`src/rtl/proc_pkg.sv`:
```
// Shared definitions for the six-instruction processor control unit:
// state encodings, opcode values and ALU select codes.
package proc_pkg;

   // Controller states; encodings are visible on StateOut/NextState
   typedef enum logic [3:0] {
      S_INIT   = 4'd0,
      S_FETCH  = 4'd1,
      S_DECODE = 4'd2,
      S_NOOP   = 4'd3,
      S_LOAD_A = 4'd4,
      S_LOAD_B = 4'd5,
      S_STORE  = 4'd6,
      S_ADD    = 4'd7,
      S_SUB    = 4'd8,
      S_HALT   = 4'd9,
      S_JUMP   = 4'd10,
      S_JMPZ   = 4'd11
   } state_t;

   // Opcodes carried in IR[15:12]; 8..15 are illegal and execute as NOOP
   localparam logic [3:0] OP_NOOP  = 4'd0;
   localparam logic [3:0] OP_STORE = 4'd1;
   localparam logic [3:0] OP_LOAD  = 4'd2;
   localparam logic [3:0] OP_ADD   = 4'd3;
   localparam logic [3:0] OP_SUB   = 4'd4;
   localparam logic [3:0] OP_HALT  = 4'd5;
   localparam logic [3:0] OP_JMP   = 4'd6;
   localparam logic [3:0] OP_JMPZ  = 4'd7;

   // Datapath ALU select codes
   localparam logic [2:0] ALU_PASS = 3'b000;
   localparam logic [2:0] ALU_ADD  = 3'b001;
   localparam logic [2:0] ALU_SUB  = 3'b010;

endpackage

```
`src/rtl/param_control_unit.sv`:
```
// Multicycle control unit: fetches from an asynchronous instruction memory,
// decodes, and drives the datapath control bus. Supports JMP/JMPZ, a
// parametrised PC, and an optional single-step gate in FETCH.
module param_control_unit
   import proc_pkg::*;
#(
   parameter int         PC_W      = 8,
   parameter logic [7:0] START_PC  = 8'd0,
   parameter bit         STEP_MODE = 1'b0
) (
   input  logic            Clk,
   input  logic            Reset,
   output logic [PC_W-1:0] im_addr,
   input  logic [15:0]     im_rdata,
   input  logic            rf_zero,
   input  logic            Step,
   output logic [7:0]      D_addr,
   output logic            D_wr,
   output logic            RF_s,
   output logic [3:0]      RF_W_addr,
   output logic            RF_W_en,
   output logic [3:0]      RF_Ra_addr,
   output logic [3:0]      RF_Rb_addr,
   output logic [2:0]      Alu_s0,
   output logic [15:0]     IR_Out,
   output logic [PC_W-1:0] PC_Out,
   output logic [3:0]      StateOut,
   output logic [3:0]      NextState,
   output logic            illegal,
   output logic            halted
);

   localparam logic [PC_W-1:0] PC_ONE   = {{(PC_W-1){1'b0}}, 1'b1};
   localparam logic [PC_W-1:0] PC_RESET = START_PC[PC_W-1:0];

   state_t          state_q, state_d;
   logic [PC_W-1:0] pc_q, pc_d;
   logic [15:0]     ir_q, ir_d;
   logic [PC_W-1:0] jump_target;
   logic            fetch_go;
   logic            d_wr_raw;
   logic            rf_w_en_raw;

   // Jump target bits above PC_W are simply dropped
   assign jump_target = ir_q[PC_W-1:0];
   // Without the step gate, FETCH always completes in one cycle
   assign fetch_go    = (STEP_MODE == 1'b0) || Step;

   // Next-state, PC and IR update logic
   always_comb begin
      state_d = state_q;
      pc_d    = pc_q;
      ir_d    = ir_q;
      case (state_q)
         S_INIT:   state_d = S_FETCH;
         S_FETCH: begin
            if (fetch_go) begin
               ir_d    = im_rdata;
               pc_d    = pc_q + PC_ONE;
               state_d = S_DECODE;
            end
         end
         S_DECODE: begin
            case (ir_q[15:12])
               OP_NOOP:  state_d = S_NOOP;
               OP_STORE: state_d = S_STORE;
               OP_LOAD:  state_d = S_LOAD_A;
               OP_ADD:   state_d = S_ADD;
               OP_SUB:   state_d = S_SUB;
               OP_HALT:  state_d = S_HALT;
               OP_JMP:   state_d = S_JUMP;
               OP_JMPZ:  state_d = S_JMPZ;
               default:  state_d = S_NOOP;
            endcase
         end
         S_LOAD_A: state_d = S_LOAD_B;
         S_JUMP: begin
            pc_d    = jump_target;
            state_d = S_FETCH;
         end
         S_JMPZ: begin
            if (rf_zero) begin
               pc_d = jump_target;
            end
            state_d = S_FETCH;
         end
         S_HALT:   state_d = S_HALT;
         S_NOOP,
         S_LOAD_B,
         S_STORE,
         S_ADD,
         S_SUB:    state_d = S_FETCH;
         default:  state_d = S_INIT;
      endcase
   end

   // Per-state datapath control decode; unlisted controls stay 0
   always_comb begin
      D_addr      = 8'h00;
      d_wr_raw    = 1'b0;
      RF_s        = 1'b0;
      RF_W_addr   = 4'h0;
      rf_w_en_raw = 1'b0;
      RF_Ra_addr  = 4'h0;
      RF_Rb_addr  = 4'h0;
      Alu_s0      = ALU_PASS;
      case (state_q)
         S_STORE: begin
            D_addr     = ir_q[7:0];
            RF_Ra_addr = ir_q[11:8];
            d_wr_raw   = 1'b1;
         end
         S_LOAD_A: begin
            D_addr    = ir_q[11:4];
            RF_s      = 1'b1;
            RF_W_addr = ir_q[3:0];
         end
         S_LOAD_B: begin
            D_addr      = ir_q[11:4];
            RF_s        = 1'b1;
            RF_W_addr   = ir_q[3:0];
            rf_w_en_raw = 1'b1;
         end
         S_ADD: begin
            RF_Ra_addr  = ir_q[11:8];
            RF_Rb_addr  = ir_q[7:4];
            RF_W_addr   = ir_q[3:0];
            rf_w_en_raw = 1'b1;
            Alu_s0      = ALU_ADD;
         end
         S_SUB: begin
            RF_Ra_addr  = ir_q[11:8];
            RF_Rb_addr  = ir_q[7:4];
            RF_W_addr   = ir_q[3:0];
            rf_w_en_raw = 1'b1;
            Alu_s0      = ALU_SUB;
         end
         S_JMPZ: begin
            RF_Ra_addr = ir_q[11:8];
         end
         default: begin
            D_addr = 8'h00;
         end
      endcase
   end

   // Write strobes are gated by Reset so a reset landing mid-STORE or
   // mid-LOAD_B can never commit a write
   assign D_wr      = d_wr_raw && !Reset;
   assign RF_W_en   = rf_w_en_raw && !Reset;

   assign illegal   = (state_q == S_DECODE) && ir_q[15];
   assign halted    = (state_q == S_HALT);
   assign im_addr   = pc_q;
   assign PC_Out    = pc_q;
   assign IR_Out    = ir_q;
   assign StateOut  = state_q;
   assign NextState = state_d;

   // State, PC and IR registers with synchronous reset
   always_ff @(posedge Clk) begin
      if (Reset) begin
         state_q <= S_INIT;
         pc_q    <= PC_RESET;
         ir_q    <= 16'h0000;
      end else begin
         state_q <= state_d;
         pc_q    <= pc_d;
         ir_q    <= ir_d;
      end
   end

endmodule

```
`config.mk`:
```
export PLATFORM = sky130hd
export DESIGN_NAME = param_control_unit
export DESIGN_NICKNAME = d
export VERILOG_FILES = /design/src/rtl/proc_pkg.sv /design/src/rtl/param_control_unit.sv
export SDC_FILE = /design/constraint.sdc
export NUM_CORES = 1
export LEC_CHECK = 0
export CAP_MARGIN = 5
export CORE_ASPECT_RATIO = 1.5
export CORE_MARGIN = 3
export CORE_UTILIZATION = 44
export CTS_CLUSTER_DIAMETER = 60
export DETAILED_ROUTE_END_ITERATION = 10
export PLACE_DENSITY = 0.86
export REMOVE_ABC_BUFFERS = 1
export SLEW_MARGIN = 0
export SYNTH_ARGS = -nofsm -noshare
export SYNTH_HDL_FRONTEND = slang
export SYNTH_SLANG_ARGS = --single-unit
```
`constraint.sdc`:
```
create_clock -name Clk -period 5.2 [get_ports Clk]
set_input_delay 1.04 -clock Clk [delete_from_list [all_inputs] [get_ports Clk]]
set_output_delay 1.04 -clock Clk [all_outputs]
set_load 0.05 [all_outputs]
```
## Word level (Yosys, flattened, before mapping)

Memory sizes are Yosys's and may differ from the RTL's. A register that Yosys moved wholly into a read port is not among the register bits.
Index checks and enable logic that the tools add are counted.

| storage, ports and cells | value |
|---|---|
| memories | 1 |
| bits in read-only memories | 32 |
| output and inout bits | 68 |
| register bits after elaboration | 28 |
| word-level logic and storage cells | 44 |

Memory list:

| memory | depth | width | read ports | clocked after Yosys merged registers in | write ports | RTL line | RTL |
|---|---|---|---|---|---|---|---|
| (no name shown) | 8 | 4 | 1 | 1 | 0 | param_control_unit.sv:64 | `case (ir_q[15:12])` |

| cells by class | value |
|---|---|
| add/subtract/negate cells | 1 |
| muxes and demuxes | 14 |
| reductions and logical operators | 13 |
| equal/unequal tests | 12 |

Operator list:

| cell | number |
|---|---|
| case mux 8 bit (3 select lines) | 1 |
| case mux 4 bit (5 select lines) | 1 |
| == test 4 x 3 -> 1 bit (second input constant) | 4 |
| == test 4 bit (second input constant) | 4 |
| 2-to-1 mux 4 bit | 4 |
| case mux 8 bit (2 select lines) | 1 |
| adder 8 x 1 -> 8 bit (second input constant) | 1 |
| == test 4 x 2 -> 1 bit (second input constant) | 2 |
| 2-to-1 mux 8 bit | 1 |
| OR reduction 4 bit | 2 |
| OR reduction 8 bit | 1 |
| 2-to-1 mux 3 bit | 2 |
| == test 4 x 1 -> 1 bit (second input constant) | 1 |
| logical NOT 4 bit | 1 |
| case mux 2 bit (2 select lines) | 1 |
| OR reduction 2 bit | 2 |
| logical AND 1 bit | 3 |
| 2-to-1 mux 1 bit | 3 |
| nonzero test 3 bit | 1 |
| OR reduction 3 bit | 1 |
| inequality test 2 bit (second input constant) | 1 |
| AND reduction 2 bit | 1 |
| logical NOT 1 bit | 1 |

## Depth between registers and ports, before layout

Gate-level depths: netlist (run 1).

| logic depth | value |
|---|---|
| depth after elaboration | 4 |
| depth in mapped cells | 8 |
| mapped depth without buffers | 6 |

## Least setup slack after synthesis (run 1)

No wires, ideal clock.

| path | value |
|---|---|
| kind | register to output |
| start point | register state_q[3], in the netlist StateOut[3] |
| end point | output port RF_W_addr[0] |
| cell stages (with the launch flop) | 6 |
| data required time | 4.160 ns |
| data arrival time | 3.529 ns |
| slack | 0.631 ns |
| buffers on the path | 1 |
| cells stage by stage | dfxtp_1 -> buf_2 -> nor4b_1 -> a31o_2 -> or2_2 -> and2_1 |

| on the way | value |
|---|---|
| longest elaborated chain between the ends | 3 |

Ends and longest elaborated chain:

| item | RTL line | RTL |
|---|---|---|
| start, declared | param_control_unit.sv:36 | `state_t state_q, state_d;` |
| start signal, assigned | param_control_unit.sv:167 | `state_q <= state_d;` |
| == test 4 bit or == test 4 x 3 -> 1 bit (tied branches) | param_control_unit.sv:107 | `case (state_q)` |
| OR reduction 4 bit (no source line) * | - |  |
| 2-to-1 mux 4 bit * | param_control_unit.sv:107 |  |
| end, declared | param_control_unit.sv:20 | `output logic [3:0] RF_W_addr,` |

Mark *: on every way between the ends. The rest lies on a longest branch, timed or not.

## Worst setup path in the final report (run 1)

Same ends and word-level chain as after synthesis.

==> results.cfg, run 1 <==
[synth]
synth_edf_count = 0
synthFlopType = dfxtp_1
synth_top_area_cell = dfxtp_1
yosysWarnings = 0
synth_seq_cells = 32
synth_async_sr_flop_share_pct = 0
synth-seq-area-share_pct = 35.3
synth_common_cells = 40 x nand2_1, 32 x dfxtp_1, 25 x a21oi_1
synth_area_um2 = 1820
yosysMostFrequentCell = nand2_1
synth_top_area_share_pct = 35.3
synthCells = 228
synthDistinctLibCells = 52
synthTopCellsByArea = dfxtp_1 35%, nand2_1 8.3%, a21oi_1 6.9%
avgSynthCellArea_um2 = 7.96

[global_route]
grt_start_max_net_pins = 29
grt_pass1_wl_um = 8110
grt_pass1_vias = 1769
antenna_found_initial = 0
track_usage_pct = 20.8
overflow = 0

[sta]
layout_min_cycle_time_ns = 3.87
rsz0062_at_grt = no
layout_setup_ws_ns = 1.33
fmax_ghz = 0.258
finalSetupViolCount = 0
finalMaxSlewViolations = 0
post-route-period-util_pct = 74.5
tns_ns = 0
finalHoldViolations = 0
finalClockSkew_ns = 0.00373
relSlewSlack_pct = 42.9
tightest_slew_ns = 0.853

[power]
irDropWorstVdd_v = 0.000252
leakagePower_nw = 0.962
powerDensity_nw_per_um2 = 269
total_power_mw = 0.718

[clocking]
cts_root_buf = clkbuf_8
cts_max_level = 2
clk_pin_slew_ns = 0.07
cts_sinks = 32
insertion_delay_ns = 0.28
cts_resized = 0
clockBufferDepth = 2
post_cts_buffers = 0
numCtsBuffers = 5
cts_tree = built
cts_hold_buf = 0

[detailed_routing]
firstDrtPassIters = 4
drtIter0Drc = 98
drc = 0
vias_per_cell = 5.60
ant_nets = 0
via_count = 1910
wl_um = 5190
wl_per_cell_um = 15.2

[place]
dp.cells = 334
dp_slack_ns = 1.50
place_hpwl_um = 3870
port_buffers = 85
place_area_um2 = 2570
place_congestion = 0.784

[setup_path]
cp-start-kind = flop
end_kind = output port
crit_type = reg2out
crit_required_ns = 4.16
cp.arrival_ns = 2.83
reg2reg_slack_ns = 2.97
critPathMaxFanout = 19

[status]
status = finished clean

[floorplanning]
fp.dieW_um = 58.4
fp-row-count = 28
die-area_um2 = 4950
initial_core_util_pct = 45.9
die_height_um = 84.7
boundaryPins = 88
core-area_um2 = 3960

[finish]
drive_gt1_share_pct = 5.07
fin_area_um2 = 2670
area_delta_synth_final_pct = 47.1
layoutNonFillerInstCount = 341
nets = 319
antenna_cells = 0

[min_path]
min_path_type = reg2reg

[flow_run]
drv_cap = 0
-- cell usage in the layout (no fill, tap or decap), drive strengths merged, types with 3 or more instances in the layout --
cell type,n
a22o,8
dfxtp,32
ha,3
o32ai,3
and3,3
nor3,4
a21oi,26
and2,17
o21ai,3
clkdlybuf4s50,85
o31ai,3
nor2,10
nor4b,3
inv,5
nand2,41
nand3,3
nand2b,3
clkbuf,7
a211oi,3
-- logic make-up after synthesis --
group,synth area share [%]
buf+inv,9.99
flops,35.3
simple gates,29.8
fa+ha+maj,2.07
mux,1.10
other cells,0.207
compound gates,21.6
-- per-stage QoR --
| step | hold WS [ns] | util (%) |
|---|---|---|
| after global placement | 0.469 | 65.0 |
| after floorplan | 0.628 | - |
| final | 0.490 | 67.5 |
| after CTS | 0.490 | 67.5 |
| after detailed placement | 0.475 | 65.0 |
| after global routing | 0.516 | 67.5 |
-- critical path: stages (launching register included) --
cell             delay (ns)
dfxtp_1                0.49
nand2b_1               0.28
nor2_1                 0.55
or2_2                  0.27
and2_1                 0.14
clkdlybuf4s50_1        0.81
-- area by class of cell --
type                    count  area, um^2
well taps                  45        56.3
flip-flops and latches     32         641
clock buffers               7        96.3
fillers                   340        1290
inverters                   5        18.8
multi-input cells         165         993
repair buffers             87         866
-- metal layers --
layer	wire [um]	vias up	share of wire, %	track usage, %
met1	1930	886	37	23.3
met4	144	0	2.8	10.3
met5	0	-	0	0
li1	-	928	-	-
met3	375	14	7.2	5.08
met2	2740	82	53	35.6
-- power by group --
part	leakage, nW	internal, mW	switching [mW]
clock network	0.0503	0.118	0.0887
logic	0.650	0.0758	0.141
registers	0.262	0.267	0.0279
total	0.962	0.460	0.258
-- path summary, 6_finish.rpt --
check                               start                 endpoint  cells past startpoint
setup reg to reg   StateOut[0]$_SDFF_PP0_                     flop                      6
hold / removal    IR_Out[12]$_SDFFE_PP0P_  IR_Out[12]$_SDFFE_PP0P_                      2
setup / recovery   StateOut[3]$_SDFF_PP0_             RF_W_addr[0]                      5
hold reg to reg   IR_Out[12]$_SDFFE_PP0P_  IR_Out[12]$_SDFFE_PP0P_                      2
Power figures use the tool's default switching activity.
==> run 2, diff against run 1 <==
--- a/config.mk
+++ b/config.mk
@@ -8,10 +8,10 @@
 export CAP_MARGIN = 5
 export CORE_ASPECT_RATIO = 1.5
 export CORE_MARGIN = 3
-export CORE_UTILIZATION = 44
+export CORE_UTILIZATION = 41
 export CTS_CLUSTER_DIAMETER = 60
 export DETAILED_ROUTE_END_ITERATION = 10
-export PLACE_DENSITY = 0.86
+export PLACE_DENSITY = 0.81
 export REMOVE_ABC_BUFFERS = 1
 export SLEW_MARGIN = 0
 export SYNTH_ARGS = -nofsm -noshare
==> constraint.sdc (replaced) <==
create_clock -name Clk -period 3.8 [get_ports Clk]
set_input_delay 0.76 -clock Clk [delete_from_list [all_inputs] [get_ports Clk]]
set_output_delay 0.76 -clock Clk [all_outputs]
set_load 0.05 [all_outputs]
==> run 2 against run 1 <==
  * Non-clock buffer count increased by 1
  * Wire length increased by 1.0%
  * Sequential cell count stayed put
  * Via count shrank 0.79%
  * Highest routed layer unchanged
  * Critical endpoint is now RF_Rb_addr[0]
  * Register-to-register slack worse by 1.5 ns
  * Count of clock-buffer cells in the layout decreased by 2
  * Sequential share of layout area down 0.078 points
  * Clock skew rose by 0.0039 ns
  * Sequential power up 37%
  * Largest cell class unchanged
==> results.cfg, run 2 (synthesis gave the netlist of run 1 again) <==
[status]
status = finished clean

[sta]
tightest_slew_ns = 0.631
finalHoldViolations = 0
rsz0062_at_grt = no
post-route-period-util_pct = 91.7
layout_min_cycle_time_ns = 3.48
finalClockSkew_ns = 0.00759
hold_slack_ns = 0.483
finalSetupViolCount = 0
relSlewSlack_pct = 57.7
finalMaxSlewViolations = 0
fmax_ghz = 0.287

[setup_path]
crit_required_ns = 3.04
crit_chain = nor4b_1 -> a31o_2 -> and2_1 -> clkdlybuf4s50_1
slowest_delay_ns = 0.80
crit_type = reg2out
cp.arrival_ns = 2.72
cp_slowest_cell = clkdlybuf4s50_1
critPathMaxFanout = 19
path_buf_inv = 1
critPathTopFamily = buffers and inverters
end_kind = output port
cp-start-kind = flop

[detailed_routing]
met3WireLength_um = 372
wl_per_cell_um = 15.2
drtIter0Drc = 92
drc = 0
wl_met1_um = 1950
vias_per_cell = 5.51
via_count = 1895
top_layer = met4
firstDrtPassIters = 4
ant_nets = 0
wl_met2_um = 2870
wl_um = 5240

[flow_run]
drv_cap = 0

[clocking]
cts_tree = built
post_cts_buffers = 0
numCtsBuffers = 5
cts_root_buf = clkbuf_8
cts_resized = 0
cts_max_level = 2
clockBufferDepth = 2
cts_hold_buf = 0
insertion_delay_ns = 0.28
cts_sinks = 32
clk_pin_slew_ns = 0.07

[global_route]
grt_pass1_wl_um = 8450
antenna_found_initial = 0
track_usage_pct = 20.6
grt_pass1_vias = 1825
grt_start_max_net_pins = 26
overflow = 0

[power]
leakagePower_nw = 0.983
total_power_mw = 1.02
powerDensity_nw_per_um2 = 382
irDropWorstVdd_v = 0.000255

[floorplanning]
fp-row-count = 29
initial_core_util_pct = 42.8
boundaryPins = 88
die-area_um2 = 5280
fp.dieW_um = 60.3
die_height_um = 87.5
core-area_um2 = 4250

[finish]
final_cell_mix = 79 x clkdlybuf4s50_1, 40 x nand2_1, 32 x dfxtp_1, 25 x a21oi_1, 17 x and2_1
drive_gt1_share_pct = 7.72
nets = 320
antenna_cells = 0
final_common_cell = clkdlybuf4s50_1
layoutNonFillerInstCount = 344
num-fill-cells = 382
area_delta_synth_final_pct = 47.6

[place]
dp.cells = 336
port_buffers = 85
place_congestion = 0.835
place_hpwl_um = 3930

[min_path]
min_path_type = reg2reg
## run 2: cell count changes in the layout (fill, tap and decap cells not counted), sizes merged
cell	change
clkdlybuf4s50	-6
buf	+7
bufinv	+1
clkinv	+1
clkbuf	-2
clkinvlp	+1
## run 2: worst min-delay path, cell delays in order, from the launching register on
cell	delay, ns
dfxtp_1	0.33
nand2_1	0.06
a21oi_1	0.05
## run 2: power by group
| group | internal, mW | switching (mW) |
|---|---|---|
| combinational | 0.105 | 0.194 |
| sequential | 0.365 | 0.0402 |
| clock | 0.194 | 0.126 |
| total | 0.664 | 0.360 |
## run 2: layer usage
metal / vias up / track usage, %
met3: 4 / 4.45
met4: 0 / 7.06
met2: 72 / 37.1
met5: - / 0
met1: 886 / 23.2
li1: 933 / -
## run 2: cell type report
type,count,area [um^2],share of cell area [%]
Sequential cell,32,641,23.9
Timing Repair Buffer,88,858,32.0
Multi-Input combinational cell,165,993,37.1
Clock buffer,5,68.8,2.57
Inverter,5,18.8,0.700
Clock inverter,3,42.5,1.59
Tap cell,46,57.6,2.15
## run 2: through the flow
stage / util, % / setup slack (ns) / TNS (ns) / cell area (um^2)
after floorplan: - / -0.541 / -4.31 / 1650
after global placement: 60.5 / 0.633 / 0 / 2570
after detailed placement: 60.5 / 0.553 / 0 / 2570
after CTS: 63.1 / 0.257 / 0 / 2680
after global routing: 63.1 / 0.0975 / 0 / 2680
final: 63.1 / 0.316 / 0 / 2680
## run 2: worst paths after layout
path,startpoint,to,slack [ns],cells past startpoint
setup reg to reg,StateOut[2]$_SDFF_PP0_,flop,1.50,7
hold / removal,IR_Out[10]$_SDFFE_PP0P_,IR_Out[10]$_SDFFE_PP0P_,0.48,2
hold reg to reg,IR_Out[10]$_SDFFE_PP0P_,IR_Out[10]$_SDFFE_PP0P_,0.48,2
setup / recovery,StateOut[3]$_SDFF_PP0_,RF_Rb_addr[0],0.32,4
==> run 3, diff against run 2 <==
--- a/config.mk
+++ b/config.mk
@@ -7,13 +7,13 @@
 export LEC_CHECK = 0
 export CAP_MARGIN = 5
 export CORE_ASPECT_RATIO = 1.5
-export CORE_MARGIN = 3
 export CORE_UTILIZATION = 41
 export CTS_CLUSTER_DIAMETER = 60
 export DETAILED_ROUTE_END_ITERATION = 10
+export GPL_TIMING_DRIVEN = 0
 export PLACE_DENSITY = 0.81
 export REMOVE_ABC_BUFFERS = 1
-export SLEW_MARGIN = 0
+export SLEW_MARGIN = 10
 export SYNTH_ARGS = -nofsm -noshare
 export SYNTH_HDL_FRONTEND = slang
 export SYNTH_SLANG_ARGS = --single-unit
==> run 3 against run 2 <==
  * Core utilization is 0.29 points lower
  * Largest cell class unchanged
  * Via count is 0.32% lower
  * Highest routed layer unchanged
  * Fmax is 4.4% lower
  * Largest power group unchanged
  * Sequential cell count stayed put
  * Critical path type unchanged
  * Sequential power hardly changed
==> results.cfg, run 3 (synthesis gave the netlist of run 1 again) <==
[setup_path]
cp_slowest_cell = clkdlybuf4s50_1
critPathTopFamily = simple AND/OR/NAND/NOR gates
end_kind = output port
crit_chain = nand2b_1 -> nor2_1 -> or2_2 -> and2_1 -> clkdlybuf4s50_1
reg2reg_slack_ns = 1.52
critPathMaxFanout = 28
cp.arrival_ns = 2.88
crit_required_ns = 3.04
slowest_delay_ns = 0.81
crit_type = reg2out
path_buf_inv = 1
cp-start-kind = flop
reg2regPathDepth = 6
r2r-start = StateOut[0]$_SDFF_PP0_

[finish]
antenna_cells = 0
nets = 317
final_cell_mix = 84 x clkdlybuf4s50_1, 40 x nand2_1, 31 x dfxtp_1, 25 x a21oi_1, 17 x and2_1
layoutNonFillerInstCount = 340
final_common_cell = clkdlybuf4s50_1
drive_gt1_share_pct = 5.10
area_delta_synth_final_pct = 46.9

[power]
powerDensity_nw_per_um2 = 367
irDropWorstVdd_v = 0.000267
leakagePower_nw = 0.962
total_power_mw = 0.980

[flow_run]
drv_cap = 0

[sta]
fmax_ghz = 0.274
finalHoldViolations = 0
relSlewSlack_pct = 26.0
layout_setup_ws_ns = 0.155
tns_ns = 0
rsz0062_at_grt = no
layout_min_cycle_time_ns = 3.64
tightest_slew_ns = 1.11
finalClockSkew_ns = 0.00635
finalSetupViolCount = 0
hold_slack_ns = 0.488
finalMaxSlewViolations = 0
post-route-period-util_pct = 95.9

[global_route]
track_usage_pct = 21.6
grt_pass1_wl_um = 8180
grt_start_max_net_pins = 29
use_met1_pct = 23.8
overflow = 0
use_met3_pct = 4.34
grt_pass1_vias = 1753
use_met2_pct = 40.5
antenna_found_initial = 0
top_usage_layer = met2

[clocking]
clockBufferDepth = 2
cts_tree = built
clk_pin_slew_ns = 0.06
cts_max_level = 2
cts_sinks = 32
cts_hold_buf = 0
cts_root_buf = clkbuf_8
numCtsBuffers = 5
insertion_delay_ns = 0.28
cts_resized = 1
post_cts_buffers = 0

[floorplanning]
fp.dieW_um = 56.3
die_height_um = 83.5
boundaryPins = 88
initial_core_util_pct = 42.8
fp-row-count = 29
core-area_um2 = 4250
die-area_um2 = 4700

[detailed_routing]
drc = 0
via_count = 1889
wl_per_cell_um = 14.9
ant_nets = 0
wl_um = 5080
drtIter0Drc = 57
vias_per_cell = 5.56
firstDrtPassIters = 4

[place]
place_hpwl_um = 3620
port_buffers = 85
dp.cells = 333
place_congestion = 0.842
dp_slack_ns = 0.0456

[min_path]
min_path_type = reg2reg
hold_end = IR_Out[12]$_SDFFE_PP0P_
hold_start = IR_Out[12]$_SDFFE_PP0P_
whs_path_depth = 2

[status]
status = finished clean
## run 3: metrics by stage
step / cell area (um^2) / utilization [%]
4_1_cts: 2660 / 62.6
3_5_place_dp: 2560 / 60.3
3_3_place_gp: 2560 / 60.3
2_1_floorplan: 1650 / -
6_report: 2670 / 62.8
5_1_grt: 2670 / 62.8
## run 3: final cells by class
cell class / count / area, um^2
fillers: 374 / 1580
multi-input cells: 165 / 1000
repair buffers: 85 / 853
flip-flops and latches: 32 / 642
clock buffers: 7 / 96.3
well taps: 46 / 57.6
inverters: 5 / 18.8
## run 3: where the power goes
group	switching, mW	leakage [nW]	internal, mW	total, mW
sequential	0.0410	0.262	0.365	0.406
combinational	0.192	0.650	0.103	0.295
clock	0.118	0.0503	0.161	0.279
total	0.351	0.962	0.629	0.980
## run 3: worst max path at each step
stage                      startpoint            to  slack [ns]  cells after the start
3_5_place_dp                    Reset          D_wr        0.05                      3
3_3_place_gp                    Reset          D_wr        0.08                      3
5_1_grt        StateOut[2]$_SDFF_PP0_  RF_W_addr[2]       0.009                      5
2_1_floorplan  StateOut[3]$_SDFF_PP0_  RF_W_addr[0]       -0.54                      4
4_1_cts                         Reset          D_wr        0.05                      3
6_report       StateOut[2]$_SDFF_PP0_  RF_W_addr[1]        0.16                      5
## run 3: tightest hold or removal path: cells and delay by family, from the launching register on
family           cells  cell delay, ns
flip-flops           1            0.31
AO/OA/AOI/OAI        1            0.07
AND/OR/NAND/NOR      1            0.05
## run 3: routing by layer
layer | wire (um) | part of all wire (%) | vias to the layer above
met1 | 2020 | 40 | 883
met5 | 0 | 0 | -
met2 | 2740 | 54 | 76
li1 | - | - | 924
met3 | 284 | 5.6 | 6
met4 | 43 | 0.85 | 0
